`src/rtl/mem_port_arbiter.sv`:
```
// mem_port_arbiter
//   Shares one single-port memory between the CPU fetch port and the CPU
//   data port. Each access runs as IDLE -> ACCESS -> (WAIT x RD_LAT) -> DONE.
//   Data wins contended grants, except that fetch is forced through after
//   FETCH_MAX_WAIT consecutive contended data grants.
//
// Ports
//   clk, reset            clock, synchronous active-low reset
//   if_req/if_addr        fetch request and address
//   if_ack/if_rdata       fetch completion pulse and last fetched word
//   d_req/d_we/d_addr/d_wdata   data request, store flag, address, store data
//   d_ack/d_rdata         data completion pulse and last loaded word
//   mem_en/mem_we/mem_addr/mem_wdata/mem_rdata   memory macro interface
//   stall                 pipeline stall (pending request not yet acked)
//   busy                  FSM is not in IDLE
module mem_port_arbiter #(
  parameter int ADDR_W         = 16,
  parameter int DATA_W         = 16,
  parameter int RD_LAT         = 1,
  parameter int FETCH_MAX_WAIT = 4
) (
  input  logic              clk,
  input  logic              reset,
  input  logic              if_req,
  input  logic [ADDR_W-1:0] if_addr,
  output logic              if_ack,
  output logic [DATA_W-1:0] if_rdata,
  input  logic              d_req,
  input  logic              d_we,
  input  logic [ADDR_W-1:0] d_addr,
  input  logic [DATA_W-1:0] d_wdata,
  output logic              d_ack,
  output logic [DATA_W-1:0] d_rdata,
  output logic              mem_en,
  output logic              mem_we,
  output logic [ADDR_W-1:0] mem_addr,
  output logic [DATA_W-1:0] mem_wdata,
  input  logic [DATA_W-1:0] mem_rdata,
  output logic              stall,
  output logic              busy
);

  typedef enum logic [1:0] {
    ST_IDLE   = 2'd0,
    ST_ACCESS = 2'd1,
    ST_WAIT   = 2'd2,
    ST_DONE   = 2'd3
  } state_t;

  // owner encoding: 0 = fetch port, 1 = data port
  localparam logic OWN_FETCH = 1'b0;
  localparam logic OWN_DATA  = 1'b1;

  state_t            state_q, state_d;
  logic [3:0]        starve_q, starve_d;
  logic [2:0]        wait_q, wait_d;
  logic              owner_q, owner_d;
  logic              we_q, we_d;
  logic [ADDR_W-1:0] addr_q, addr_d;
  logic [DATA_W-1:0] wdata_q, wdata_d;
  logic [DATA_W-1:0] if_rdata_q, if_rdata_d;
  logic [DATA_W-1:0] d_rdata_q, d_rdata_d;
  logic              grant_fetch;

  always_ff @(posedge clk) begin
    if (!reset) begin
      state_q    <= ST_IDLE;
      starve_q   <= '0;
      wait_q     <= '0;
      owner_q    <= OWN_FETCH;
      we_q       <= 1'b0;
      addr_q     <= '0;
      wdata_q    <= '0;
      if_rdata_q <= '0;
      d_rdata_q  <= '0;
    end else begin
      state_q    <= state_d;
      starve_q   <= starve_d;
      wait_q     <= wait_d;
      owner_q    <= owner_d;
      we_q       <= we_d;
      addr_q     <= addr_d;
      wdata_q    <= wdata_d;
      if_rdata_q <= if_rdata_d;
      d_rdata_q  <= d_rdata_d;
    end
  end

  always_comb begin
    state_d     = state_q;
    starve_d    = starve_q;
    wait_d      = wait_q;
    owner_d     = owner_q;
    we_d        = we_q;
    addr_d      = addr_q;
    wdata_d     = wdata_q;
    if_rdata_d  = if_rdata_q;
    d_rdata_d   = d_rdata_q;
    // Fetch wins when alone, or when contended data grants have hit the limit.
    grant_fetch = if_req & (~d_req | (starve_q == 4'(FETCH_MAX_WAIT)));

    case (state_q)
      ST_IDLE: begin
        if (if_req || d_req) begin
          state_d = ST_ACCESS;
          if (grant_fetch) begin
            owner_d  = OWN_FETCH;
            we_d     = 1'b0;
            addr_d   = if_addr;
            starve_d = '0;
          end else begin
            owner_d = OWN_DATA;
            we_d    = d_we;
            addr_d  = d_addr;
            wdata_d = d_wdata;
            // Only a data grant that actually made fetch wait counts.
            if (if_req && (starve_q != 4'hF)) begin
              starve_d = starve_q + 4'd1;
            end
          end
        end
      end
      ST_ACCESS: begin
        if (we_q) begin
          state_d = ST_DONE;
        end else begin
          state_d = ST_WAIT;
          wait_d  = 3'(RD_LAT - 1);
        end
      end
      ST_WAIT: begin
        if (wait_q == 3'd0) begin
          state_d = ST_DONE;
          if (owner_q == OWN_FETCH) begin
            if_rdata_d = mem_rdata;
          end else begin
            d_rdata_d = mem_rdata;
          end
        end else begin
          wait_d = wait_q - 3'd1;
        end
      end
      ST_DONE: begin
        state_d = ST_IDLE;
      end
      default: begin
        state_d = ST_IDLE;
      end
    endcase
  end

  assign mem_en    = (state_q == ST_ACCESS);
  assign mem_we    = mem_en & we_q;
  assign mem_addr  = addr_q;
  assign mem_wdata = wdata_q;

  assign if_ack    = (state_q == ST_DONE) & (owner_q == OWN_FETCH);
  assign d_ack     = (state_q == ST_DONE) & (owner_q == OWN_DATA);
  assign if_rdata  = if_rdata_q;
  assign d_rdata   = d_rdata_q;

  assign busy      = (state_q != ST_IDLE);
  assign stall     = reset & ((if_req & ~if_ack) | (d_req & ~d_ack));

endmodule
```
`config.mk`:
```
export PLATFORM = sky130hd
export DESIGN_NAME = mem_port_arbiter
export DESIGN_NICKNAME = d
export VERILOG_FILES = /design/src/rtl/mem_port_arbiter.sv
export SDC_FILE = /design/constraint.sdc
export NUM_CORES = 1
export LEC_CHECK = 0
export CAP_MARGIN = 40
export CORE_AREA = 3 3 89 91
export CTS_CLUSTER_SIZE = 10
export DETAILED_ROUTE_END_ITERATION = 16
export DIE_AREA = 0 0 92 94
export HOLD_SLACK_MARGIN = 0.06
export PLACE_DENSITY_LB_ADDON = 0.25
export SYNTH_ARGS = -nofsm -noshare
export SYNTH_HDL_FRONTEND = slang
export SYNTH_SLANG_ARGS = --single-unit
```
`constraint.sdc`:
```
create_clock -name clk -period 4.7 [get_ports clk]
set_input_delay 0.705 -clock clk [delete_from_list [all_inputs] [get_ports clk]]
set_output_delay 0.705 -clock clk [all_outputs]
set_load 0.01 [all_outputs]
```
* Word-level counts from Yosys, hierarchy flattened
Cells that the tools add are included.
** Word-level totals
- Flip-flop bits (word level) :: 75
- Output and inout bits :: 70
** Operators by class
- Reduce and logical (&&, ||, !) cells :: 14
- Add/sub/neg operators :: 2
- Multiplexer cells :: 12
- Bitwise logic cells :: 14
- Equal/unequal tests :: 9
** Operators by type and width (number)
- 2-to-1 mux 16 bit :: 1
- AND reduction 3 bit :: 5
- 2-to-1 mux 4 bit :: 2
- != test 2 bit (second input constant) :: 4
- one-hot mux 2 bit (4 select lines) :: 1
- AND 1 bit :: 7
- 2-to-1 mux 3 bit :: 2
- one-hot mux 3 bit (2 select lines) :: 1
- nonzero test 2 bit :: 3
- NOT 1 bit :: 5
- adder 4 x 1 -> 4 bit (second input constant) :: 1
- equality test 2 bit (second input constant) :: 2
- equality test 4 x 3 -> 1 bit (second input constant) :: 1
- 2-to-1 mux 2 bit :: 2
- != test 4 bit (second input constant) :: 1
- AND reduction 2 bit :: 2
- zero test 3 bit :: 1
- 2-to-1 mux 1 bit :: 3
- subtractor 3 x 1 -> 3 bit (second input constant) :: 1
- equality test 2 x 1 -> 1 bit (second input constant) :: 1
- zero test 2 bit :: 1
- OR 1 bit :: 2
- logical AND 1 bit :: 1
- logical OR 1 bit :: 1

* Logic depth before layout (Yosys ltp)
Gate-level depths: netlist of the first run.
- Depth in word-level cells :: 6
- Mapped depth :: 8

* Least setup slack after synthesis of the first run
Ideal clock, no wire load.
- Path kind :: input port to output port
- Start point :: input port reset
- End point :: output port stall
- Data required time :: 3995 ps
- Arrival time :: 1433 ps
- Stages on the path :: 3
- Slack :: 2562 ps
- Cells stage by stage :: clkbuf_1 -> clkbuf_1 -> o221a_2
** On the way
- Word-level cells in the longest chain between the ends :: 1
** Ends and longest elaborated chain
- from (decl) :: line 23 : input logic reset,
- AND 1 bit :: line 163 : assign stall = reset & ((if_req & ~if_ack) | (d_req & ~d_ack));
- to (decl) :: line 39 : output logic stall,
Every way passes these cells.

* Final worst setup path of the first run
- Start point :: input port if_req
- End point :: output port stall
** On the way
- Word-level cells in the longest chain between the ends :: 3
** Ends and longest elaborated chain
- from (decl) :: line 24 : input logic if_req,
- AND 1 bit :: line 163
- OR 1 bit :: line 163
- AND 1 bit :: line 163
Every way passes these cells.

==> results of run 1 <==
-- per-stage QoR --
step	hold slack, ns	instances	cell area, um2
final	0.458	623	4850
after global routing	0.483	623	4850
after CTS	0.459	623	4850
after detailed placement	0.446	607	4610
after global placement	0.442	604	4550
after floorplan	0.456	398	3200
-- cell usage after synthesis (2+ instances only) --
cell / instances / area, um2
buf_2: 11 / 55.1
a31oi_1: 16 / 100
nor3_1: 4 / 20.0
nand3b_1: 2 / 15.0
nor2b_1: 3 / 18.8
buf_4: 7 / 52.6
o21ai_0: 49 / 245
o21a_1: 3 / 22.5
nand3_1: 35 / 175
and3_1: 3 / 18.8
dfxtp_1: 75 / 1500
nor2_1: 3 / 11.3
o211ai_1: 2 / 15.0
and2_1: 2 / 12.5
nand4_1: 2 / 12.5
ha_1: 8 / 100
nand2_1: 72 / 270
inv_1: 9 / 33.8
o31ai_1: 3 / 22.5
clkbuf_1: 12 / 45.0
a21oi_1: 56 / 280
clkbuf_2: 2 / 10.0
-- worst max-delay path, stage by stage --
cell,delay (ns)
clkdlybuf4s50_1,0.70
nor2b_1,0.18
o221a_2,0.20
clkdlybuf4s50_1,0.53
-- final timing paths --
check / from / end / cells past startpoint
min reg2reg: d_rdata[7] / d_rdata[7] / 2
max: if_req / stall / 4
min: d_rdata[7] / d_rdata[7] / 2
max reg2reg: state_q[0] / mem_wdata[12] / 5
-- cells in the final DEF (no fill, tap or decap), types with 3 or more instances in the layout --
| master | instances |
|---|---|
| clkdlybuf4s50_1 | 138 |
| dfxtp_1 | 75 |
| nand2_1 | 72 |
| a21oi_1 | 56 |
| o21ai_0 | 49 |
| nand3_1 | 35 |
| a31oi_1 | 16 |
| inv_1 | 9 |
| clkbuf_8 | 9 |
| ha_1 | 8 |
| nor3_1 | 4 |
| nor2b_1 | 3 |
| and3_1 | 3 |
| o31ai_1 | 3 |
| nor2_1 | 3 |
| o21a_1 | 3 |
| bufinv_16 | 3 |
-- power by group through the flow --
| stage | registers, W | clock network (W) | logic [W] |
|---|---|---|---|
| final | 0.000837 | 0.000584 | 0.000793 |
| after global routing | 0.000857 | 0.000624 | 0.000871 |
| after CTS | 0.000837 | 0.000597 | 0.000797 |
| after detailed placement | 0.000849 | 0 | 0.000793 |
| after global placement | 0.000845 | 0 | 0.000779 |
| after floorplan | 0.000894 | 0 | 0.000373 |
-- kinds of logic (layout without fill, tap and decap cells) --
group,count (synthesis),after routing
AO/OA/AOI/OAI,137,137
AND/OR/NAND/NOR,136,136
flip-flops,75,75
buffers and inverters,42,168
adder cells (fa/ha/maj),8,8
-- routing by layer --
metal / share of wire (%) / global-route usage, % / up-vias
met5: 0 / 0 / -
met4: 1.4 / 7.18 / 0
met3: 7.4 / 6.89 / 10
met2: 48 / 35.5 / 101
met1: 43 / 26.4 / 1504
li1: - / - / 1631
-- layout make-up --
| class | instances | area, um2 | area share, % |
|---|---|---|---|
| Inverter | 10 | 37.5 | 0.774 |
| Timing Repair Buffer | 142 | 1450 | 29.9 |
| Tap cell | 99 | 124 | 2.55 |
| Clock inverter | 6 | 111 | 2.30 |
| Sequential cell | 75 | 1500 | 31.0 |
| Clock buffer | 10 | 128 | 2.63 |
| Multi-Input combinational cell | 281 | 1500 | 30.9 |
-- registers in the layout, summed over array words and instances (netlist names) --
signal,flops
if_rdata,16
state_q,2
starve_q,4
mem_wdata,16
we_q,1
d_rdata,16
owner_q,1
mem_addr,16
wait_q,3
==> summary.md, run 1 <==
| Metric | Value |
|---|---|
| Outcome | `completed` |
| Clock share of power | `26.4%` |
| 1st-iter DRT viols | `around 140` |
| Vias in the first global route | `3134` |
| DR DRC count | `0` |
| # rows | `31` |
| Comb pwr share | `35.8%` |
| Fillers | `about 620` |
| Root buf cell | `clkbuf_8` |
| Main combinational cell family by area after synthesis | `compound AO/OA/AOI/OAI gates` |
| Internal power | `0.00151 W` |
| Synth Area in XOR/XNOR | `0%` |
| Clk buf depth | `2` |
| Number of antenna violations at the first check in global routing | `0` |
| P&R area growth vs syn | `51.6%` |
| Post-synth EDFFs | `0` |
| Pre-CTS setup slack | `1.70 ns` |
| Synth cell types | `41` |
| RSZ-0062 raised after global routing | `false` |
| Mux contribution to synthesized area | `0%` |
| Tmin final | `3.02 ns` |
| Max_cap viols | `0` |
| Worst slew margin | `53.5%` |
| GPL Wtd Cong | `0.786` |
| TritonCTS clock tree | `done` |
| Critical path capture point type | `output pin` |
| Port-buffer cells | `138` |
| I/O pin cnt | `139` |
| Simple-gate portion of the synthesized area | `20.1%` |
| Hold Fails Final Rpt | `0` |
| Arrival time worst endpoint | `~2.3 ns` |
| Final setup violating endpoints | `0` |
| Final worst slack | `1.68 ns` |
| Crit path kind | `in2out` |
| Vias | `around 3.2k` |
| #FFs+latches synth | `75` |
| Num CTS Buffers | `9` |
| Fmax | `~330 MHz` |
| Critical path launch point type | `input port` |
| Clk_skew | `0.0125 ns` |
| Top_reg_cell synth | `dfxtp_1` |
| Slew Limit Fails | `0` |
| Worst-path clk slew | `0.08 ns` |
| Final ANT Viol Nets | `0` |
| Initial DRT Pass Iterations | `4` |
| Total grt overflow | `0` |
| Avg Cell Area, Syn | `between 8 and 9 um2` |
| CP Max Fanout | `12` |
| Share of layout cells above drive strength 1 | `4.77%` |
| H-tree level count | `3` |
| Total Wirelength | `approximately 9 mm` |
| Reg-to-reg setup timing slack | `2.84 ns` |
| Final HPWL DP | `6.57 mm` |
| Synthesized instance count | `slightly below 400` |
| Reg power frac | `37.8%` |
| CP required | `3.99 ns` |
| Net count, final | `596` |
| Power Density | `~460 mW/mm2` |
| Clk Latency, worst-skew pair | `0.34 ns` |
| Post-Synth Adder-Cell Area | `3.13%` |
| VDD IR max | `0.198 mV` |
| Final TNS setup | `0 ns` |
| Pin count of the biggest net entering global routing | `40` |
| Synth Net Count | `475` |
| Worst min-delay path class | `reg2reg` |
| Sequential area share after synthesis | `46.9%` |
| Post-cts resize count | `0` |
| Die Y | `94 um` |
| Core footprint | `0.00721 mm2` |
| Initial Util | `44.3%` |
| Diodes inserted | `0` |
| Synth Area in Compound Gates | `a little under a quarter` |
| Fin crit share | `between 60 and 70%` |
| All-Layer GR Usage | `21.4%` |
| WL per Instance | `14.7 um` |
| Sw Pwr | `0.000705 W` |
| Yosys warnings | `0` |
| Util after Layout | `67.2%` |
| Vias/cell | `5.21` |
| Hold_buf cts | `0` |
| Async SR Flop Fraction | `0%` |
| Die X | `92 um` |
| Cell Area, Synth | `0.00320 mm2` |
| Worst Max-Slew Pin Slew | `0.695 ns` |
| Post-CTS Setup Bufs | `0` |
| Global-route wire length before repair | `~15 mm` |
| Clock Sinks | `75` |
| Leak | `1.74 nW` |
| Total power | `0.00221 W` |
| Net Sw Frac | `a little under a third` |
| Die area | `0.00865 mm2` |
(Power assumes the default switching activity.)
==> inputs of run 2 (changes only) <==
- CORE_AREA: 3 3 89 91 -> 3 3 92 94
- DIE_AREA: 0 0 92 94 -> 0 0 95 97
- clock period: 4.7 -> 2.9 ns (I/O delays scaled with it)
==> run 2 against run 1 <==
  * Clock skew rose by 0.0064 ns
  * Worst setup slack lost 1.1 ns
  * Clock power grew 59%
  * First-iteration DRC count rose by 18%
  * Worst hold slack got worse by 0.0021 ns
==> summary.md, run 2 (same netlist as run 1, synthesis figures left out) <==
| Metric | Value |
|---|---|
| Outcome | `completed` |
| Comb pwr share | `36.0% (+0.2 points)` |
| Vias/cell | `5.21 (about the same)` |
| Crit path kind | `reg2out` |
| Worst slew margin | `52.2% (-1.3 points)` |
| Power Density | `741 mW/mm2 (+62%)` |
| Clock share of power | `26.0% (-0.4 points)` |
| Share of layout cells above drive strength 1 | `5.32% (+0.55 points)` |
| Num CTS Buffers | `9 (unchanged)` |
| # rows | `32 (+3.2%)` |
| Die X | `95 um (+3.3%)` |
| CP Max Fanout | `5 (-7)` |
| Port-buffer cells | `138 (unchanged)` |
| Fin crit share | `81.2%` |
| Leak | `1.72 nW (-0.75%)` |
| CP required | `2.47 ns (-1.52 ns)` |
| FF-to-FF path depth | `5 (unchanged)` |
| Sw Pwr | `0.00118 W (+68%)` |
| Tmin final | `2.35 ns` |
| FF-to-FF Start | `state_q[1]` |
| Initial Util | `41.4% (-2.9 points)` |
| Vias in the first global route | `3174 (+1.3%)` |
| WHS Path Cells | `2 (unchanged)` |
| Final non-filler cell total | `628 (+0.80%)` |
| Most common cell after layout, fill and taps aside | `clkdlybuf4s50_1` |
| Die area | `0.00922 mm2 (+6.6%)` |
| Pin count of the biggest net entering global routing | `42 (+5.0%)` |
| Hold_buf cts | `0 (unchanged)` |
| WL per Instance | `14.9 um (+0.76%)` |
| Worst setup path startpoint | `state_q[0]` |
| Net Sw Frac | `33.1% (+1.3 points)` |
| I/O pin cnt | `139 (unchanged)` |
| TritonCTS clock tree | `done` |
| Initial DRT Pass Iterations | `4 (unchanged)` |
| Worst-path clk slew | `0.08 ns (about the same)` |
| Final HPWL DP | `6.60 mm (+0.36%)` |
| Fmax | `425 MHz` |
| GPL Wtd Cong | `0.821 (+4.5%)` |
| Critical Path End | `stall` |
| Total Wirelength | `9.33 mm (+1.6%)` |
| Final setup violating endpoints | `0 (unchanged)` |
| Slew Limit Fails | `0 (unchanged)` |
| Number of antenna violations at the first check in global routing | `0 (unchanged)` |
| Pre-CTS setup slack | `0.570 ns (-1.13 ns)` |
| Final worst slack | `0.545 ns (-1.14 ns)` |
| Reg-to-reg setup timing slack | `1.09 ns (-1.75 ns)` |
| Max_cap viols | `0 (unchanged)` |
| Die Y | `97 um (+3.2%)` |
| Placed Instance Area | `0.00459 mm2 (-0.46%)` |
| Area of the multi-input gates | `0.00150 mm2 (unchanged)` |
| Worst min-delay path class | `reg2reg` |
| Clk Latency, worst-skew pair | `0.35 ns (about the same)` |
| Post-CTS Setup Bufs | `0 (unchanged)` |
| Core footprint | `0.00773 mm2 (+7.1%)` |
| Internal power | `0.00239 W (+58%)` |
| 1st-iter DRT viols | `170 (+18%)` |
| Clk buf depth | `2 (unchanged)` |
| Net count, final | `598 (+0.34%)` |
| Hold Fails Final Rpt | `0 (unchanged)` |
| H-tree level count | `3 (unchanged)` |
| Reg power frac | `38.0% (+0.2 points)` |
| Util after Layout | `62.4% (-4.8 points)` |
| DR DRC count | `0 (unchanged)` |
| Global-route wire length before repair | `15.0 mm (+0.46%)` |
| Final design area excluding fillers | `0.00482 mm2 (-0.57%)` |
| Post-cts resize count | `0 (unchanged)` |
| Seq. cell area | `0.00150 mm2 (unchanged)` |
| RSZ-0062 raised after global routing | `false` |
| Worst Max-Slew Pin Slew | `0.715 ns (+0.0204 ns)` |
| Most frequent cells in the layout | `clkdlybuf4s50_1 (138), dfxtp_1 (75), nand2_1 (72)` |
| Clock Sinks | `75 (unchanged)` |
| Final ANT Viol Nets | `0 (unchanged)` |
| Diodes inserted | `0 (unchanged)` |
| All-Layer GR Usage | `20.2% (-1.2 points)` |
| P&R area growth vs syn | `50.8%` |
| Critical path launch point type | `register` |
| Root buf cell | `clkbuf_8` |
| Dpl cells | `612 (+0.82%)` |
| RR Endpoint | `mem_wdata[12]` |
| Total grt overflow | `0 (unchanged)` |
| Arrival time worst endpoint | `1.92 ns (-0.39 ns)` |
| Final TNS setup | `0 ns (unchanged)` |
| Critical path capture point type | `output pin` |
| Clk_skew | `0.0189 ns (+0.00643 ns)` |
| Vias | `3275 (+0.89%)` |
| VDD IR max | `0.409 mV (+110%)` |
| Fillers | `684 (+9.8%)` |
[run 2: cell count changes in the layout (fill, tap and decap cells not counted), sizes merged]
cell,before,now
clkinv,1,0
bufinv,3,2
buf,4,6
inv,11,12
clkinvlp,1,2
[run 2: worst min-delay path by stage]
| stage | startpoint | end |
|---|---|---|
| floorplan | we_q | we_q |
| global placement | if_rdata[10] | if_rdata[10] |
| detailed placement | d_rdata[11] | d_rdata[11] |
| CTS | d_rdata[11] | d_rdata[11] |
| global route | d_rdata[2] | d_rdata[2] |
| finish | d_rdata[11] | d_rdata[11] |
[run 2: worst max-delay path, cell delays in order (launching register included)]
cell and delay, ns:
dfxtp_1 0.40, ha_1 0.19, nor2b_1 0.20, nor2b_1 0.07
o221a_2 0.25, clkdlybuf4s50_1 0.48
[run 2: layout make-up]
cell class,count,area share (%)
clock inverter,6,1.97
clock buffer,10,2.85
inverter,10,0.778
timing repair buffer,144,29.6
sequential,75,31.1
multi-input combinational,281,31.0
tap,102,2.65
[run 2: metrics by stage]
step	hold WS (ns)	power [W]
final	0.455	0.00357
after global placement	0.442	0.00264
after detailed placement	0.446	0.00266
after CTS	0.457	0.00360
after floorplan	0.456	0.00205
after global routing	0.484	0.00378
[run 2: power groups by stage]
stage | sequential (W) | clock (W) | combinational (W)
3_5_place_dp | 0.00138 | 0 | 0.00128
3_3_place_gp | 0.00137 | 0 | 0.00126
4_1_cts | 0.00136 | 0.000948 | 0.00129
2_1_floorplan | 0.00145 | 0 | 0.000604
6_report | 0.00136 | 0.000929 | 0.00128
5_1_grt | 0.00139 | 0.000990 | 0.00140
[run 2: layer usage]
metal  global-route usage (%)  vias to the layer above  wire, um
met5                        0                        -         0
met4                     7.21                        0       163
met3                     6.61                       13       686
met2                     33.5                      103      4540
met1                     24.1                     1520      3940
li1                         -                     1639         -
